[config.mk]
export PLATFORM = sky130hd
export DESIGN_NAME = core_run_controller
export DESIGN_NICKNAME = d
export VERILOG_FILES = /design/src/rtl/core_ctrl_pkg.sv /design/src/rtl/core_ctrl_step_cnt.sv /design/src/rtl/core_run_controller.sv
export SDC_FILE = /design/constraint.sdc
export NUM_CORES = 1
export LEC_CHECK = 0
export CORE_UTILIZATION = 44
export CTS_BUF_LIST = sky130_fd_sc_hd__clkbuf_16
export CTS_CLUSTER_SIZE = 25
export DETAILED_ROUTE_END_ITERATION = 16
export PLACE_DENSITY = 0.8
export SLEW_MARGIN = 20
export SYNTH_ARGS = -nofsm -noshare
export SYNTH_HDL_FRONTEND = slang
export SYNTH_HIERARCHICAL = 1
export SYNTH_SLANG_ARGS = --single-unit
[constraint.sdc]
create_clock -name clk_i -period 2.6 [get_ports clk_i]
set_input_delay 0.52 -clock clk_i [delete_from_list [all_inputs] [get_ports clk_i]]
set_output_delay 0.52 -clock clk_i [all_outputs]
set_load 0.05 [all_outputs]
[src/rtl/core_ctrl_pkg.sv]
// core_ctrl_pkg: shared state encoding and default widths for the core run
// controller and its step down-counter.
package core_ctrl_pkg;

  localparam int STEP_W_DEF = 16;
  localparam int CNT_W_DEF  = 32;

  // 2'b11 is not a legal state; the controller recovers from it to HALT.
  typedef enum logic [1:0] {
    ST_HALT = 2'b00,
    ST_RUN  = 2'b01,
    ST_STEP = 2'b10
  } state_e;

  // State the controller leaves reset in.
  function automatic state_e reset_state(input bit run_after_reset);
    return run_after_reset ? ST_RUN : ST_HALT;
  endfunction

endpackage

[src/rtl/core_ctrl_step_cnt.sv]
// core_ctrl_step_cnt: loadable down-counter holding the number of enabled
// cycles left in a step sequence. last_o marks the final cycle of the step.
module core_ctrl_step_cnt
  import core_ctrl_pkg::*;
#(
  parameter int STEP_W = STEP_W_DEF
) (
  input  logic              clk_i,
  input  logic              rst_i,
  input  logic              clear_i,
  input  logic              load_i,
  input  logic [STEP_W-1:0] load_val_i,
  input  logic              dec_i,
  output logic              last_o
);

  logic [STEP_W-1:0] count_q;
  logic [STEP_W-1:0] count_d;

  // An abort clears the count, a new step loads it, otherwise count down to zero.
  always_comb begin
    count_d = count_q;
    if (clear_i) begin
      count_d = '0;
    end else if (load_i) begin
      count_d = load_val_i;
    end else if (dec_i && (count_q != '0)) begin
      count_d = count_q - STEP_W'(1);
    end
  end

  // Remaining-cycle register, zeroed by reset so a step is aborted.
  always_ff @(posedge clk_i or posedge rst_i) begin
    if (rst_i) begin
      count_q <= '0;
    end else begin
      count_q <= count_d;
    end
  end

  assign last_o = (count_q == STEP_W'(1));

endmodule

[src/rtl/core_run_controller.sv]
// core_run_controller: run/halt/single-step sequencer producing the single
// clock-enable that advances the PC and all pipeline register banks together.
// Build option CORE_CTRL_BP_EN enables the PC breakpoint; without it the
// breakpoint ports are accepted but ignored and bp_hit_o stays low.
module core_run_controller
  import core_ctrl_pkg::*;
#(
  parameter int STEP_W    = STEP_W_DEF,
  parameter int CNT_W     = CNT_W_DEF,
  parameter bit RESET_RUN = 1'b1
) (
  input  logic              clk_i,
  input  logic              rst_i,
  input  logic              cmd_run_i,
  input  logic              cmd_halt_i,
  input  logic              cmd_step_i,
  input  logic [STEP_W-1:0] step_num_i,
  input  logic              bp_valid_i,
  input  logic [31:0]       bp_addr_i,
  input  logic [31:0]       pc_i,
  output logic              core_en_o,
  output logic              halted_o,
  output logic              bp_hit_o,
  output logic              step_done_o,
  output logic [CNT_W-1:0]  cycle_count_o
);

  localparam state_e RESET_STATE = reset_state(RESET_RUN);

  state_e           state_q;
  logic             halted_q;
  logic             step_done_q;
  logic [CNT_W-1:0] cycle_count_q;

  logic bp_match;
  logic core_en;
  logic start_step;
  logic start_run;
  logic step_last;
  logic step_abort;

  // In HALT, halt blocks everything, a non-zero step beats run.
  assign start_step = (state_q == ST_HALT) && cmd_step_i && !cmd_halt_i &&
                      (step_num_i != '0);
  assign start_run  = (state_q == ST_HALT) && cmd_run_i && !cmd_halt_i && !start_step;
  assign step_abort = (state_q == ST_STEP) && cmd_halt_i;

  assign core_en = ((state_q == ST_RUN) && !bp_match) || (state_q == ST_STEP);

`ifdef CORE_CTRL_BP_EN
  logic skip_q;
  logic bp_hit_q;

  // skip lets a resumed core execute past the breakpoint address once.
  assign bp_match = bp_valid_i && (pc_i == bp_addr_i) && !skip_q;

  // Arm skip and clear bp_hit on resume; record a breakpoint stop as sticky.
  always_ff @(posedge clk_i or posedge rst_i) begin
    if (rst_i) begin
      skip_q   <= 1'b0;
      bp_hit_q <= 1'b0;
    end else if (start_step || start_run) begin
      skip_q   <= 1'b1;
      bp_hit_q <= 1'b0;
    end else begin
      if (core_en) begin
        skip_q <= 1'b0;
      end
      if ((state_q == ST_RUN) && bp_match) begin
        bp_hit_q <= 1'b1;
      end
    end
  end

  assign bp_hit_o = bp_hit_q;
`else
  logic unused_bp;

  assign bp_match  = 1'b0;
  assign unused_bp = bp_valid_i ^ (^bp_addr_i) ^ (^pc_i);
  assign bp_hit_o  = 1'b0;
`endif

  core_ctrl_step_cnt #(
    .STEP_W (STEP_W)
  ) u_step_cnt (
    .clk_i      (clk_i),
    .rst_i      (rst_i),
    .clear_i    (step_abort),
    .load_i     (start_step),
    .load_val_i (step_num_i),
    .dec_i      (state_q == ST_STEP),
    .last_o     (step_last)
  );

  // Run/halt/step state machine with registered halted and step_done flags.
  always_ff @(posedge clk_i or posedge rst_i) begin
    if (rst_i) begin
      state_q     <= RESET_STATE;
      halted_q    <= (RESET_STATE == ST_HALT);
      step_done_q <= 1'b0;
    end else begin
      step_done_q <= 1'b0;
      case (state_q)
        ST_HALT: begin
          if (start_step) begin
            state_q  <= ST_STEP;
            halted_q <= 1'b0;
          end else if (start_run) begin
            state_q  <= ST_RUN;
            halted_q <= 1'b0;
          end
        end
        ST_RUN: begin
          if (bp_match || cmd_halt_i) begin
            state_q  <= ST_HALT;
            halted_q <= 1'b1;
          end
        end
        ST_STEP: begin
          if (cmd_halt_i) begin
            state_q  <= ST_HALT;
            halted_q <= 1'b1;
          end else if (step_last) begin
            state_q     <= ST_HALT;
            halted_q    <= 1'b1;
            step_done_q <= 1'b1;
          end
        end
        default: begin
          state_q  <= ST_HALT;
          halted_q <= 1'b1;
        end
      endcase
    end
  end

  // Count every enabled cycle, wrapping at the counter width.
  always_ff @(posedge clk_i or posedge rst_i) begin
    if (rst_i) begin
      cycle_count_q <= '0;
    end else if (core_en) begin
      cycle_count_q <= cycle_count_q + CNT_W'(1);
    end
  end

  assign core_en_o     = core_en;
  assign halted_o      = halted_q;
  assign step_done_o   = step_done_q;
  assign cycle_count_o = cycle_count_q;

endmodule

## Word-level counts from Yosys, hierarchy flattened

Cells that the tools add are included.

- Add/sub/neg operators: 2
- Eq/ne operators: 6
- Multiplexer cells: 18
- Reduce and logical (&&, ||, !) cells: 16

Operators by type and width:

| cell | number |
|---|---|
| 2-to-1 mux 16 bit | 3 |
| adder 32 x 1 -> 32 bit, second input constant | 1 |
| nonzero test 16 bit | 2 |
| equality test 16 x 1 -> 1 bit, second input constant | 1 |
| subtractor 16 x 1 -> 16 bit, second input constant | 1 |
| 2-to-1 mux 2 bit | 5 |
| logical AND 1 bit | 8 |
| 2-to-1 mux 1 bit | 8 |
| != test 3 bit, second input constant | 2 |
| one-hot mux 2 bit (3 select lines) | 1 |
| one-hot mux 1 bit (3 select lines) | 1 |
| AND reduction 3 bit | 1 |
| nonzero test 3 bit | 1 |
| equality test 2 x 1 -> 1 bit, second input constant | 1 |
| equality test 2 bit, second input constant | 1 |
| logical NOT 1 bit | 2 |
| logical NOT 2 bit | 1 |
| != test 2 bit, second input constant | 1 |
| logical OR 1 bit | 1 |

- Bits in registers: 52
- Input bits: 86
- Output and inout port bits: 36
- Word-level logic and storage cells: 47

## Logic depth before layout (Yosys ltp)

- Depth after elaboration: 9
- Gate-level depth with buffers: 8
- Depth with buffers taken out: 8

## Modules after synthesis

The synthesis kept the hierarchy.

By module, submodules not included:

| module | instances | cells each | area an instance (sq um) | sequential area each (sq um) |
|---|---|---|---|---|
| core_run_controller | 1 | 160 | 1783.0 | 902.1 |
| core_ctrl_step_cnt | 1 | 134 | 1236.2 | 400.4 |

## Least setup slack after synthesis

OpenSTA, ideal clock, no wires.

- Path kind: register -> register
- Start point: register state_q[0]
- End point: register cycle_count_q[18] (netlist: cycle_count_o[18])
- Setup time: 141 ps
- Data arrival time: 2473 ps
- Data required time: 2459 ps
- Setup slack: -14 ps
- Stages on the path, launching flop included: 8
- Path buffers: 1
- Period minus slack after synthesis: 2614 ps
- Cell sequence: dfstp_2 > inv_1 > ha_1 > clkbuf_2 > nand4_1 > nor4_1 > nand4_1 > xnor2_1

- Longest elaborated chain between the ends: 2
- Elaborated cells on any way between the ends: 3
- Classes of those cells: eq/ne: 2; reduce/logical: 1

RTL lines:

| item | RTL line | RTL |
|---|---|---|
| start: declaration | core_run_controller.sv:30 | `state_e state_q;` |
| start signal: assignment | core_run_controller.sv:99 | `state_q <= RESET_STATE;` |
| start signal: assignment | core_run_controller.sv:107 | `state_q <= ST_STEP;` |
| start signal: assignment | core_run_controller.sv:110 | `state_q <= ST_RUN;` |
| equality test 2 x 1 -> 1 bit / equality test 2 bit (equally long branches) | core_run_controller.sv:48 | `assign core_en = ((state_q == ST_RUN) && !bp_match) \|\| (state_q == ST_STEP);` |
| logical OR 1 bit (*) | core_run_controller.sv:48 |  |
| named net core_en_o | core_run_controller.sv:21 | `output logic core_en_o,` |
| end signal: assignment | core_run_controller.sv:143 | `cycle_count_q <= cycle_count_q + CNT_W'(1);` |
| end: declaration | core_run_controller.sv:33 | `logic [CNT_W-1:0] cycle_count_q;` |

Mark *: on every way through the listed nets, which the timed path passes. The rest lies on a longest branch.
A chain may end at the register's enable or synchronous reset.

## Worst setup path in the final report

- Start point: input step_num_i[9]
- End point: register u_step_cnt.count_q[11]

- Longest elaborated chain between the ends: 4
- Elaborated cells on any way between the ends: 5
- Classes of those cells: mux: 2; reduce/logical: 3

RTL lines:

| item | RTL line | RTL |
|---|---|---|
| start: declaration | core_run_controller.sv:17 | `input logic [STEP_W-1:0] step_num_i,` |
| nonzero test 16 bit (*) | core_run_controller.sv:44 | `(step_num_i != '0);` |
| logical AND 1 bit (*) | core_run_controller.sv:43 | `assign start_step = (state_q == ST_HALT) && cmd_step_i && !cmd_halt_i &&` |
| named net start_step | core_run_controller.sv:37 | `logic start_step;` |
| 2-to-1 mux 16 bit | core_ctrl_step_cnt.sv:25 | `end else if (load_i) begin` |
| 2-to-1 mux 16 bit | core_ctrl_step_cnt.sv:23 | `if (clear_i) begin` |
| end signal: assignment | core_ctrl_step_cnt.sv:37 | `count_q <= count_d;` |
| end: declaration | core_ctrl_step_cnt.sv:17 | `logic [STEP_W-1:0] count_q;` |

Marks and branches as above.

==> reports/metrics.yaml <==
outcome:
  status: "complete, but fails checks"
  violations: "DRC"
die:
  die-area_um2: 7200
  core.rowCount: 29
  start_util_pct: 46.5
  ios: 122
  core_um2: 6490
  fp.dieW_um: 84.8
  die_y_um: 84.8
power_and_ir_drop:
  ir_drop_v: 0.000582
  total_power_mw: 3.56
  power_density_nw_per_um2: 926
  p_leak_nw: 1.57
worst_setup_path:
  cp_data_required_time_ns: 2.81
  rr_worst_depth: 6
  critPathCapture: "u_step_cnt/count_q[11]$_DFFE_PP0P_"
  worst_r2r_endpoint: "u_step_cnt/count_q[3]$_DFFE_PP0P_"
  critPathTopFamily: "simple AND/OR/NAND/NOR gates"
  r2r_slack_ns: 0.30
  r2r_start: "u_step_cnt/count_q[0]$_DFFE_PP0P_"
  cp-startpoint: "step_num_i[9]"
  end_kind: "register"
  cp_num_buf_inv: 3
  crit_path_frequent_cell: "nand4_1"
  crit_arrival_ns: 2.57
  path_cells: "clkdlybuf4s50_1 -> nor4_1 -> nand4_1 -> nand4_1 -> inv_1 -> inv_1 -> and4_1 -> nand4_1 -> a31oi_1"
  critical_path_peak_fanout: 6
  cp-start-kind: "primary input"
  crit_cells: 9
  slowest_delay_ns: 0.47
  crit_path_top_delay_cell: "clkdlybuf4s50_1"
  crit_type: "in2reg"
clock_tree:
  cts-root-buf: "clkbuf_16"
  clk_path_buf_depth: 2
  cts_buffers: 5
  cts_hold_buffers: 0
  cts_sinks: 52
  clock_latency_ns: 0.29
  clkTransAtPathRegs_ns: 0.07
  cts_resized: 0
  cts_tree: "done"
  h-tree-depth: 2
  post_cts_buffers: 0
sta:
  min_period_ns: 2.36
  drv_slew: 0
  maxSlewHeadroom_pct: 54.3
  period_share_pct: 90.7
  setup_violations: 0
  hold_viol_final: 0
  fmax_ghz: 0.424
  fin_setup_tns_ns: 0
  rsz0062_at_grt: "no"
  worst_pin_slew_ns: 0.684
  skew_ns: 0.00683
hold_path:
  min_path_type: "reg2reg"
grt:
  grt_pass1_wl_mm: 12.1
  grt_overflow: 0
  antenna_found_initial: 0
  grt_usage_pct: 21.1
  grt_pass1_vias: 2505
  grt_max_degree: 37
yosys:
  synth.most_common_cell: "dfrtp_1"
  avgSynthCellArea_um2: 10.3
  synth_ff_type: "dfrtp_1"
  syn_nets: 386
  synth_edf_count: 0
  ys_seq_area_share_pct: 43.1
  synth.yosys.warnings: 6
  syn_inst: 294
  yosys.area.top_type: "dfrtp_1"
  synth_common_cells: "dfrtp_1 (51), nor2_1 (23), nand3_1 (18), xnor2_1 (17), inv_1 (16)"
  synthArstFlopShare_pct: 100
  synth_area_leaders: "dfrtp_1 (42%), xnor2_1 (4.9%), xor2_1 (4.1%)"
  synth.cell_area_um2: 3020
  netlist.area_leader.share_pct: 42.3
  synth-seq-cells: 52
  yosysUniqueCellTypes: 55
routing:
  firstDrtPassIters: 10
  drt_iter0_markers: 169
  vias_per_cell: 6.08
  via_count: 2632
  drc: 4
  avgRoutedWirePerCell_um: 16.5
  ant_nets: 0
  routed_wl_mm: 7.14
cells_and_area:
  final_cells: 433
  syn2layout_area_growth_pct: 27.4
  fin_nets: 447
  drive_above_1_share_pct: 11.8
  fill_cells: 507
  seqCellArea_um2: 1300
  multi_input_area_um2: 1590
  num_antenna_cells: 0
place:
  routabilityCongestion: 0.890
  io_buffers: 55
  dp.cells: 425
  dpl.hpwl_mm: 5.08
job:
  drv_cap: 0
## layout by cell type (no fill, tap or decap), types with 6 or more instances in the layout
cell type	n
a311oi_1	9
nand4_1	11
clkdlybuf4s50_1	54
nor4_1	8
dfrtp_1	51
ha_1	6
nand2_1	15
xor2_1	14
nand3_1	18
xnor2_1	17
nor4_2	8
nor2_1	23
and4_1	10
inv_1	17
buf_4	12
nor3_1	8
## area by class of cell
type	instances	area share (%)
well taps	77	2.50
multi-input cells	214	41.3
clock buffers	5	3.25
flip-flops and latches	52	33.9
repair buffers	66	16.4
clock inverters	3	1.11
inverters	16	1.56
## flip-flops by register name, indices dropped and copies added (netlist names)
| signal | count |
|---|---|
| u_step_cnt/count_q | 16 |
| halted_o | 1 |
| cycle_count_o | 32 |
| state_q | 2 |
| step_done_o | 1 |
## how the worst min path moves through the flow
stage | startpoint | end | slack [ns] | cells after the start
finish | cycle_count_o[31]$_DFFE_PP0P_ | cycle_count_o[31]$_DFFE_PP0P_ | 0.47 | 1
global route | cycle_count_o[29]$_DFFE_PP0P_ | cycle_count_o[29]$_DFFE_PP0P_ | 0.51 | 1
CTS | cycle_count_o[31]$_DFFE_PP0P_ | cycle_count_o[31]$_DFFE_PP0P_ | 0.47 | 1
detailed placement | cycle_count_o[31]$_DFFE_PP0P_ | cycle_count_o[31]$_DFFE_PP0P_ | 0.46 | 1
global placement | cycle_count_o[31]$_DFFE_PP0P_ | cycle_count_o[31]$_DFFE_PP0P_ | 0.46 | 1
floorplan | rst_i | u_step_cnt/count_q[0]$_DFFE_PP0P_ | 0.43 | 1
## stage by stage
step / instance area (µm²) / setup WS [ns] / hold slack (ns) / utilization [%]
after floorplan: 3030 / 0.0948 / 0.434 / -
after global placement: 3680 / -0.0484 / 0.456 / 56.7
final: 3850 / 0.242 / 0.467 / 59.2
after detailed placement: 3680 / -0.0631 / 0.460 / 56.7
after global routing: 3850 / 0.0505 / 0.506 / 59.2
after CTS: 3850 / 0.244 / 0.473 / 59.2
## metal layers
layer  GRT usage [%]  share of wire, %
met5               0                 0
met1            28.9                45
met4            7.24               1.7
met3            3.89               5.2
met2            34.1                48
## cell families (layout without fill, tap and decap cells)
group	Yosys count	after routing	synth area share (%)
muxes	1	1	0.373
adders and majority gates	6	6	2.49
other	1	1	0.124
DFF	52	52	43.1
AOI/OAI and AO/OA	44	44	12.6
buffers and inverters	28	90	4.39
xor gates and xnor gates	31	31	8.99
and+or+nand+nor	131	131	27.9
## power breakdown
part | internal (mW) | leakage (nW) | switching [mW] | total, mW
logic | 0.605 | 0.812 | 0.911 | 1.52
registers | 1.02 | 0.676 | 0.273 | 1.29
clock network | 0.455 | 0.0856 | 0.301 | 0.756
## worst reg2reg max path, delay by kind of cell (launching register included)
kind                     cells  cell delay [ns]
AO/OA/AOI/OAI                1             0.37
adder cells (fa/ha/maj)      1             0.22
buffers and inverters        1             0.09
flip-flops                   1             0.42
AND/OR/NAND/NOR              3             1.05
(Power assumes the default switching activity.)
